===== src/rtl/pipelined_adder_subtractor.sv =====
// Pipelined adder/subtractor: the DATA_WIDTH carry chain is cut into STAGES slices with valid/ready flow control.
// Define ADDSUB_SATURATE_EN to add the saturate port and signed clamping of the result.
module pipelined_adder_subtractor #(
  parameter int unsigned DATA_WIDTH = 32,
  parameter int unsigned STAGES     = 2
) (
  input  logic                  clk,
  input  logic                  rst_n,
  input  logic                  in_valid,
  output logic                  in_ready,
  input  logic                  mode,
  input  logic [DATA_WIDTH-1:0] data_in_a,
  input  logic [DATA_WIDTH-1:0] data_in_b,
  input  logic                  carry_in,
`ifdef ADDSUB_SATURATE_EN
  input  logic                  saturate,
`endif
  output logic                  out_valid,
  input  logic                  out_ready,
  output logic [DATA_WIDTH-1:0] sum,
  output logic                  carry_out,
  output logic                  overflow,
  output logic                  zero
);

  localparam int unsigned SLICE = DATA_WIDTH / STAGES;
  localparam int unsigned LAST  = STAGES - 1;

  logic                  advance;
  logic                  ovf_c;
  logic [DATA_WIDTH-1:0] res_c;

  assign advance  = ~out_valid | out_ready;
  assign in_ready = advance;

  for (genvar k = 0; k < STAGES; k++) begin : g_stg
    localparam int unsigned REM = DATA_WIDTH - k * SLICE;

    // word: finished low slices shifted in from the top, unconsumed A slices at the bottom.
    logic                  vld;
    logic                  md;
    logic                  cy;
`ifdef ADDSUB_SATURATE_EN
    logic                  sat;
`endif
    logic [DATA_WIDTH-1:0] word;
    logic [REM-1:0]        opb;
    logic [SLICE-1:0]      a_s;
    logic [SLICE-1:0]      b_s;
    logic [SLICE:0]        part;
    logic [DATA_WIDTH-1:0] word_nx;

    if (k == 0) begin : g_head
      always_comb begin
        vld  = in_valid;
        md   = mode;
        cy   = mode ^ carry_in;
        word = data_in_a;
        opb  = data_in_b;
`ifdef ADDSUB_SATURATE_EN
        sat  = saturate;
`endif
      end
    end else begin : g_body
      always_ff @(posedge clk or negedge rst_n) begin
        if (!rst_n) begin
          vld <= 1'b0;
        end else if (advance) begin
          vld <= g_stg[k-1].vld;
        end
      end

      // Skew/deskew payload needs no reset; only the valid bits matter after reset.
      always_ff @(posedge clk) begin
        if (advance) begin
          md   <= g_stg[k-1].md;
          cy   <= g_stg[k-1].part[SLICE];
          word <= g_stg[k-1].word_nx;
          opb  <= g_stg[k-1].opb[REM+SLICE-1:SLICE];
`ifdef ADDSUB_SATURATE_EN
          sat  <= g_stg[k-1].sat;
`endif
        end
      end
    end

    always_comb begin
      a_s     = word[SLICE-1:0];
      b_s     = md ? ~opb[SLICE-1:0] : opb[SLICE-1:0];
      part    = {1'b0, a_s} + {1'b0, b_s} + {{SLICE{1'b0}}, cy};
      word_nx = DATA_WIDTH'({part[SLICE-1:0], word} >> SLICE);
    end
  end

  // Overflow from carry into the MSB (recovered from the MSB sum bit) xor carry out.
  always_comb begin
    ovf_c = g_stg[LAST].a_s[SLICE-1] ^ g_stg[LAST].b_s[SLICE-1] ^
            g_stg[LAST].part[SLICE-1] ^ g_stg[LAST].part[SLICE];
    res_c = g_stg[LAST].word_nx;
`ifdef ADDSUB_SATURATE_EN
    if (g_stg[LAST].sat && ovf_c) begin
      res_c = g_stg[LAST].word_nx[DATA_WIDTH-1] ? {1'b0, {(DATA_WIDTH-1){1'b1}}}
                                                : {1'b1, {(DATA_WIDTH-1){1'b0}}};
    end
`endif
  end

  always_ff @(posedge clk or negedge rst_n) begin
    if (!rst_n) begin
      out_valid <= 1'b0;
      sum       <= '0;
      carry_out <= 1'b0;
      overflow  <= 1'b0;
      zero      <= 1'b0;
    end else if (advance) begin
      out_valid <= g_stg[LAST].vld;
      if (g_stg[LAST].vld) begin
        sum       <= res_c;
        carry_out <= g_stg[LAST].part[SLICE];
        overflow  <= ovf_c;
        zero      <= ~|res_c;
      end
    end
  end

endmodule


===== config.mk =====
export PLATFORM = sky130hd
export DESIGN_NAME = pipelined_adder_subtractor
export DESIGN_NICKNAME = d
export VERILOG_FILES = /design/src/rtl/pipelined_adder_subtractor.sv
export SDC_FILE = /design/constraint.sdc
export NUM_CORES = 1
export LEC_CHECK = 0
export BUFFER_PORTS_ARGS = -buffer_cell sky130_fd_sc_hd__buf_2
export CAP_MARGIN = 40
export CORE_MARGIN = 5
export CORE_UTILIZATION = 59
export CTS_CLUSTER_SIZE = 14
export DETAILED_ROUTE_END_ITERATION = 12
export PLACE_DENSITY = 0.86
export SLEW_MARGIN = 20
export SYNTH_ARGS = -nofsm -noshare
export SYNTH_HDL_FRONTEND = slang
export SYNTH_SLANG_ARGS = --single-unit

===== constraint.sdc =====
create_clock -name clk -period 8.89 [get_ports clk]
set_clock_uncertainty 0.15 [all_clocks]
set_input_delay 0.4445 -clock clk [delete_from_list [all_inputs] [get_ports clk]]
set_output_delay 0.4445 -clock clk [all_outputs]
set_load 0.01 [all_outputs]

==> flow_metrics.py, run 1 <==
metrics = {
    "run_status": {
        "outcome": "completed",
    },
    "detailed_routing": {
        "firstDrtPassIters": 5,
        "vias": 3461,
        "postRouteAntennaNets": 0,
        "wl_per_cell_um": 16.1,
        "wl_um": 9970,
        "drc": 0,
        "first_iter_violations": 143,
        "via_per_inst": 5.59,
    },
    "final_layout": {
        "final_cells": 619,
        "drive_above_1_share_pct": 30.6,
        "syn2layout_area_growth_pct": 18.6,
        "n_antenna_cell": 0,
        "mostFrequentLayoutCell": "buf_2",
        "final_cell_mix": "buf_2 (106), edfxtp_1 (50), dfrtp_1 (37)",
        "final_nets": 616,
    },
    "placed_design": {
        "port_buffers": 106,
        "dp.cells": 600,
        "dpl.hpwl_um": 7370,
        "place_ws_ns": 5.02,
        "place.gp.congestion": 0.893,
    },
    "power": {
        "p_seq_share_pct": 44.9,
        "switching_share_pct": 34.9,
        "p_leak_nw": 2.48,
        "power_density_nw_per_um2": 242,
        "power.share.clock_pct": 19.2,
        "max-vdd-ir-drop_uv": 101,
        "p_switching_uw": 473,
        "internal_power_uw": 880,
        "p_comb_share_pct": 35.9,
    },
    "flow_run": {
        "drv_cap": 0,
    },
    "sta": {
        "finalSetupTns_ns": 0,
        "slew_headroom_pct": 52.9,
        "finalSetupViolations": 0,
        "rsz0062_at_grt": "no",
        "timing.fmax_mhz": 286,
        "period_minus_slack_ns": 3.49,
        "hold_slack_ns": 0.112,
        "drv_slew": 0,
        "timing.final.hold_violations": 0,
        "tightest_slew_ns": 0.698,
        "timing.final.crit_share_pct": 39.3,
        "layout_setup_ws_ns": 5.40,
    },
    "yosys": {
        "synth_cell_type_count": 52,
        "yosys.area.top_type": "edfxtp_1",
        "synth_edf_count": 50,
        "avgSynthCellArea_um2": 11.8,
        "synthCells": 399,
        "ys_top_cells_by_area": "edfxtp_1 (32%), dfrtp_1 (20%), ha_1 (8.0%)",
        "synthesis.nets": 503,
        "synth_warnings": 0,
        "ys.flop_type": "edfxtp_1",
        "syn_area_um2": 4720,
        "yosys_register_bits": 87,
        "synth-async-reset-ratio_pct": 42.5,
        "synth_top_area_share_pct": 31.8,
        "yosysSeqAreaShare_pct": 51.4,
    },
    "clock_network": {
        "cts_tree": "built",
        "clock_path_buffers": 2,
        "clkSinkCount": 87,
        "htree_levels": 3,
        "cts.clk_slew.worst_paths_ns": 0.09,
        "cts_root_buf": "clkbuf_8",
        "clk_latency_ns": 0.35,
        "numCtsBuffers": 9,
        "post_cts_buffers": 0,
        "cts_resized": 0,
    },
    "setup_path": {
        "cp-startpoint": "mode",
        "critPathLaunchType": "input pin",
        "r2r_start": "g_stg[1].md",
        "arrival_ns": 3.42,
        "endpoint_kind": "flop",
        "path_class": "input pin to flop",
        "crit_required_ns": 8.82,
        "cp_max_fo": 18,
    },
    "die": {
        "num_io_pins": 107,
        "initial_utilization_pct": 60.8,
        "core_area_um2": 7770,
        "die-area_um2": 9890,
        "rows": 32,
        "die_h_um": 99.5,
        "die_x_um": 99.5,
    },
    "grt": {
        "antenna_found_initial": 0,
        "grt-ovfl-total": 0,
        "grtUsageTotal_pct": 20.7,
        "grt_pass1_wl_um": 16400,
        "grt_pass1_vias": 3562,
        "grt_start_max_net_pins": 56,
    },
    "hold_path": {
        "holdCritPathClass": "input pin to flop",
        "min-delay-start": "data_in_a[30]",
    },
}
-- metrics by stage --
| stage | power (mW) | area, µm² | utilization (%) |
|---|---|---|---|
| after floorplan | 0.918 | 4720 | - |
| after detailed placement | 1.09 | 5360 | 69.0 |
| final | 1.35 | 5600 | 72.1 |
| after global routing | 1.44 | 5600 | 72.1 |
| after CTS | 1.35 | 5560 | 71.5 |
| after global placement | 1.07 | 5360 | 69.0 |
-- synth_stat cells (all sizes together) (6+ instances only) --
| cell | number |
|---|---|
| a21oi | 20 |
| clkbuf | 8 |
| dfrtp | 37 |
| edfxtp | 50 |
| ha | 30 |
| inv | 20 |
| mux2 | 19 |
| nand2 | 30 |
| nand3 | 11 |
| nor2 | 16 |
| nor3 | 11 |
| o21a | 6 |
| o21ai | 15 |
| o31ai | 6 |
| xnor2 | 19 |
| xor2 | 35 |
-- worst max-delay path, stage by stage --
cell and delay [ns]:
buf_2 0.39, xnor2_1 0.18, fa_1 0.47, fa_1 0.43
nor2b_1 0.13, o21a_1 0.13, o21ai_0 0.15, a211oi_1 0.33
nor3_1 0.13, o41ai_1 0.52, xor2_1 0.11
-- layout make-up --
class,instances,area [µm²]
multi-input cells,283,2190
flip-flops and latches,87,2430
repair buffers,111,591
fillers,518,2170
clock inverters,6,43.8
clock buffers,10,149
well taps,102,128
inverters,20,75.1
-- metal layers --
layer	share of wire [%]	GRT usage (%)	wire length (µm)	vias to the layer above
li1	-	-	-	1675
met2	50	34.8	4950	127
met4	1.9	7.46	187	0
met5	0	0	0	-
met3	7.7	5.12	771	18
met1	41	25.9	4070	1641
-- sequential cells by signal, indices dropped and copies added (netlist names) --
register and count:
carry_out 1, g_stg.md 1, g_stg.vld 1, g_stg.cy 1
zero 1, g_stg.word 32, out_valid 1, g_stg.opb 16
sum 32, overflow 1
-- power groups by stage --
stage | sequential [mW] | clock (mW) | combinational (mW)
floorplan | 0.633 | 0 | 0.285
CTS | 0.610 | 0.265 | 0.479
global route | 0.617 | 0.282 | 0.539
global placement | 0.613 | 0 | 0.458
detailed placement | 0.618 | 0 | 0.476
finish | 0.608 | 0.260 | 0.485
-- logic make-up after synthesis --
kind of cell	share of synthesized area (%)
AND/OR/NAND/NOR	10.4
adder cells (fa/ha/maj)	9.65
AO/OA/AOI/OAI	11.7
flip-flops	51.4
multiplexers	4.53
XOR/XNOR	10.0
buffers and inverters	2.31
-- timing repair --
| item | 4_1_cts | 5_1_grt |
|---|---|---|
| hold endpoints to repair | 0 | 37 |
| endpoints found under the setup margin | 0 | 0 |
| hold buffers | 0 | 1 |
-- final timing paths --
check / endpoint / slack (ns) / depth (start not counted)
min in group asynchronous: carry_out / 0.28 / 2
max in group asynchronous: sum[22] / 7.93 / 3
setup reg to reg: overflow / 5.52 / 11
hold / removal: g_stg[1].word[14] / 0.11 / 1
setup / recovery: g_stg[1].word[30] / 5.40 / 11
hold reg to reg: sum[26] / 0.32 / 2
Power figures use the tool's default switching activity.
==> run 2: changes to the inputs <==
--- a/config.mk
+++ b/config.mk
@@ -8,10 +8,10 @@
 export BUFFER_PORTS_ARGS = -buffer_cell sky130_fd_sc_hd__buf_2
 export CAP_MARGIN = 40
 export CORE_MARGIN = 5
-export CORE_UTILIZATION = 59
+export CORE_UTILIZATION = 54
 export CTS_CLUSTER_SIZE = 14
 export DETAILED_ROUTE_END_ITERATION = 12
-export PLACE_DENSITY = 0.86
+export PLACE_DENSITY = 0.8
 export SLEW_MARGIN = 20
 export SYNTH_ARGS = -nofsm -noshare
 export SYNTH_HDL_FRONTEND = slang
==> constraint.sdc (replaced) <==
create_clock -name clk -period 3.43 [get_ports clk]
set_clock_uncertainty 0.15 [all_clocks]
set_input_delay 0.1715 -clock clk [delete_from_list [all_inputs] [get_ports clk]]
set_output_delay 0.1715 -clock clk [all_outputs]
set_load 0.01 [all_outputs]
==> run 2 against run 1 <==
Net effect: via count is 4.2% higher; die area up 8.3%; hold slack worse by 0.11 ns; clock power up 150%; largest cell class unchanged; combinational power rose to 2.7 times the previous value; critical path depth did not move; global-route usage decreased by 0.70 points; sequential cell count is the same.
==> flow_metrics.py, run 2 (synthesis results as in run 1) <==
metrics = {
    "run_status": {
        "outcome": "completed",
    },
    "die": {
        "die_x_um": 104,
        "die-area_um2": 10700,
        "core_area_um2": 8640,
        "rows": 34,
        "initial_utilization_pct": 54.7,
        "num_io_pins": 107,
        "die_h_um": 104,
    },
    "clock_network": {
        "cts_tree": "built",
        "htree_levels": 3,
        "cts.clk_slew.worst_paths_ns": 0.08,
        "cts_root_buf": "clkbuf_8",
        "clock_path_buffers": 2,
        "clk_latency_ns": 0.36,
        "numCtsBuffers": 9,
        "clkSinkCount": 87,
    },
    "final_layout": {
        "top_regs": "g_stg.word: 32 flops, sum: 32 flops, g_stg.opb: 16 flops",
        "final_nets": 650,
        "final_cell_mix": "buf_2 (106), edfxtp_1 (50), dfrtp_1 (37)",
        "syn2layout_area_growth_pct": 26.2,
        "drive_above_1_share_pct": 29.2,
        "n_antenna_cell": 0,
        "n_fill_cell": 651,
        "fin_area_um2": 5960,
        "mostFrequentLayoutCell": "buf_2",
    },
    "detailed_routing": {
        "via_per_inst": 5.47,
        "firstDrtPassIters": 4,
        "first_iter_violations": 157,
        "postRouteAntennaNets": 0,
        "wl_um": 10400,
        "drc": 0,
        "wl_per_cell_um": 15.8,
        "vias": 3608,
    },
    "power": {
        "max-vdd-ir-drop_uv": 214,
        "power_density_nw_per_um2": 592,
        "p_leak_nw": 2.62,
    },
    "sta": {
        "timing.final.crit_share_pct": 96.3,
        "drv_slew": 0,
        "period_minus_slack_ns": 3.30,
        "slew_headroom_pct": 51.5,
        "layout_setup_ws_ns": 0.128,
        "tightest_slew_ns": 0.718,
        "finalSetupViolations": 0,
        "finalSetupTns_ns": 0,
        "timing.fmax_mhz": 303,
        "timing.final.hold_violations": 0,
    },
    "hold_path": {
        "holdCritPathClass": "input pin to asynchronous set/reset pin",
    },
    "setup_path": {
        "critPathLaunchType": "flop",
        "arrival_ns": 3.44,
        "cp_max_fo": 15,
        "path_class": "flop to flop",
        "timing.reg2reg.setup_slack_ns": 0.13,
        "endpoint_kind": "flop",
        "crit_required_ns": 3.57,
    },
    "placed_design": {
        "place_ws_ns": 0.0815,
        "port_buffers": 106,
        "place.gp.congestion": 0.915,
        "dpl.hpwl_um": 7730,
        "dpl_cell_area_um2": 5390,
    },
    "grt": {
        "grtUsageTotal_pct": 20.0,
        "grt_pass1_wl_um": 17600,
        "grt_pass1_vias": 3638,
        "grt-ovfl-total": 0,
        "grt_start_max_net_pins": 55,
        "antenna_found_initial": 0,
    },
    "flow_run": {
        "drv_cap": 0,
    },
}
-- run 2: cell types whose count changed in the layout (fill, tap and decap cells not counted), sizes merged --
| cell | previous run | this run |
|---|---|---|
| clkinv | 5 | 1 |
| buf | 110 | 111 |
| inv | 20 | 24 |
| dlygate4sd3 | 1 | 34 |
| clkbuf | 10 | 9 |
| clkinvlp | 1 | 2 |
-- run 2: final timing paths --
path,from,to,cells past startpoint
max,g_stg[1].md,overflow,11
min,rst_n,sum[31],2
max reg2reg,g_stg[1].md,overflow,11
min reg2reg,sum[25],sum[25],2
max in group asynchronous,rst_n,sum[19],3
min in group clk,data_in_a[15],g_stg[1].cy,4
-- run 2: what timing repair did --
item,in CTS,in global routing
hold buffers,34,0
setup buffers,0,0
gates resized for setup,0,5
hold endpoints to repair,70,0
endpoints found under the setup margin,0,2
-- run 2: power breakdown --
part           internal (mW)  switching, mW
sequential              1.41          0.160
clock                  0.270          0.378
combinational          0.589          0.716
-- run 2: final cells by class --
cell class / instances / area (µm²) / area share (%)
sequential: 87 / 2430 / 40.7
clock buffer: 9 / 124 / 2.08
inverter: 20 / 75.1 / 1.26
tap: 108 / 135 / 2.27
clock inverter: 7 / 53.8 / 0.903
timing repair buffer: 145 / 925 / 15.5
multi-input combinational: 283 / 2220 / 37.2
-- run 2: critical path: stages, from the launching register on --
cell       delay [ns]
edfxtp_1         0.43
buf_6            0.20
xor2_1           0.17
ha_1             0.38
o21a_1           0.17
o31a_1           0.29
o22ai_1          0.14
o2111ai_1        0.30
a21oi_1          0.17
o221a_2          0.30
a211oi_1         0.31
o32a_1           0.21
-- run 2: per-stage QoR --
stage	total power, mW	utilization [%]	hold WS [ns]	instances
finish	3.53	69.0	0.00371	659
floorplan	2.38	-	-0.274	399
detailed placement	2.85	62.4	0.161	608
global placement	2.79	62.4	0.152	608
CTS	3.52	68.4	0.0803	658
global route	3.75	69.0	0.0250	659
-- run 2: layer usage --
| layer | wire length, µm | global-route usage [%] | share of wire (%) | up-vias |
|---|---|---|---|---|
| met4 | 307 | 8.15 | 2.9 | 0 |
| met2 | 5230 | 33.7 | 50 | 128 |
| met5 | 0 | 0 | 0 | - |
| met3 | 673 | 4.98 | 6.5 | 28 |
| li1 | - | - | - | 1741 |
| met1 | 4200 | 24.4 | 40 | 1711 |
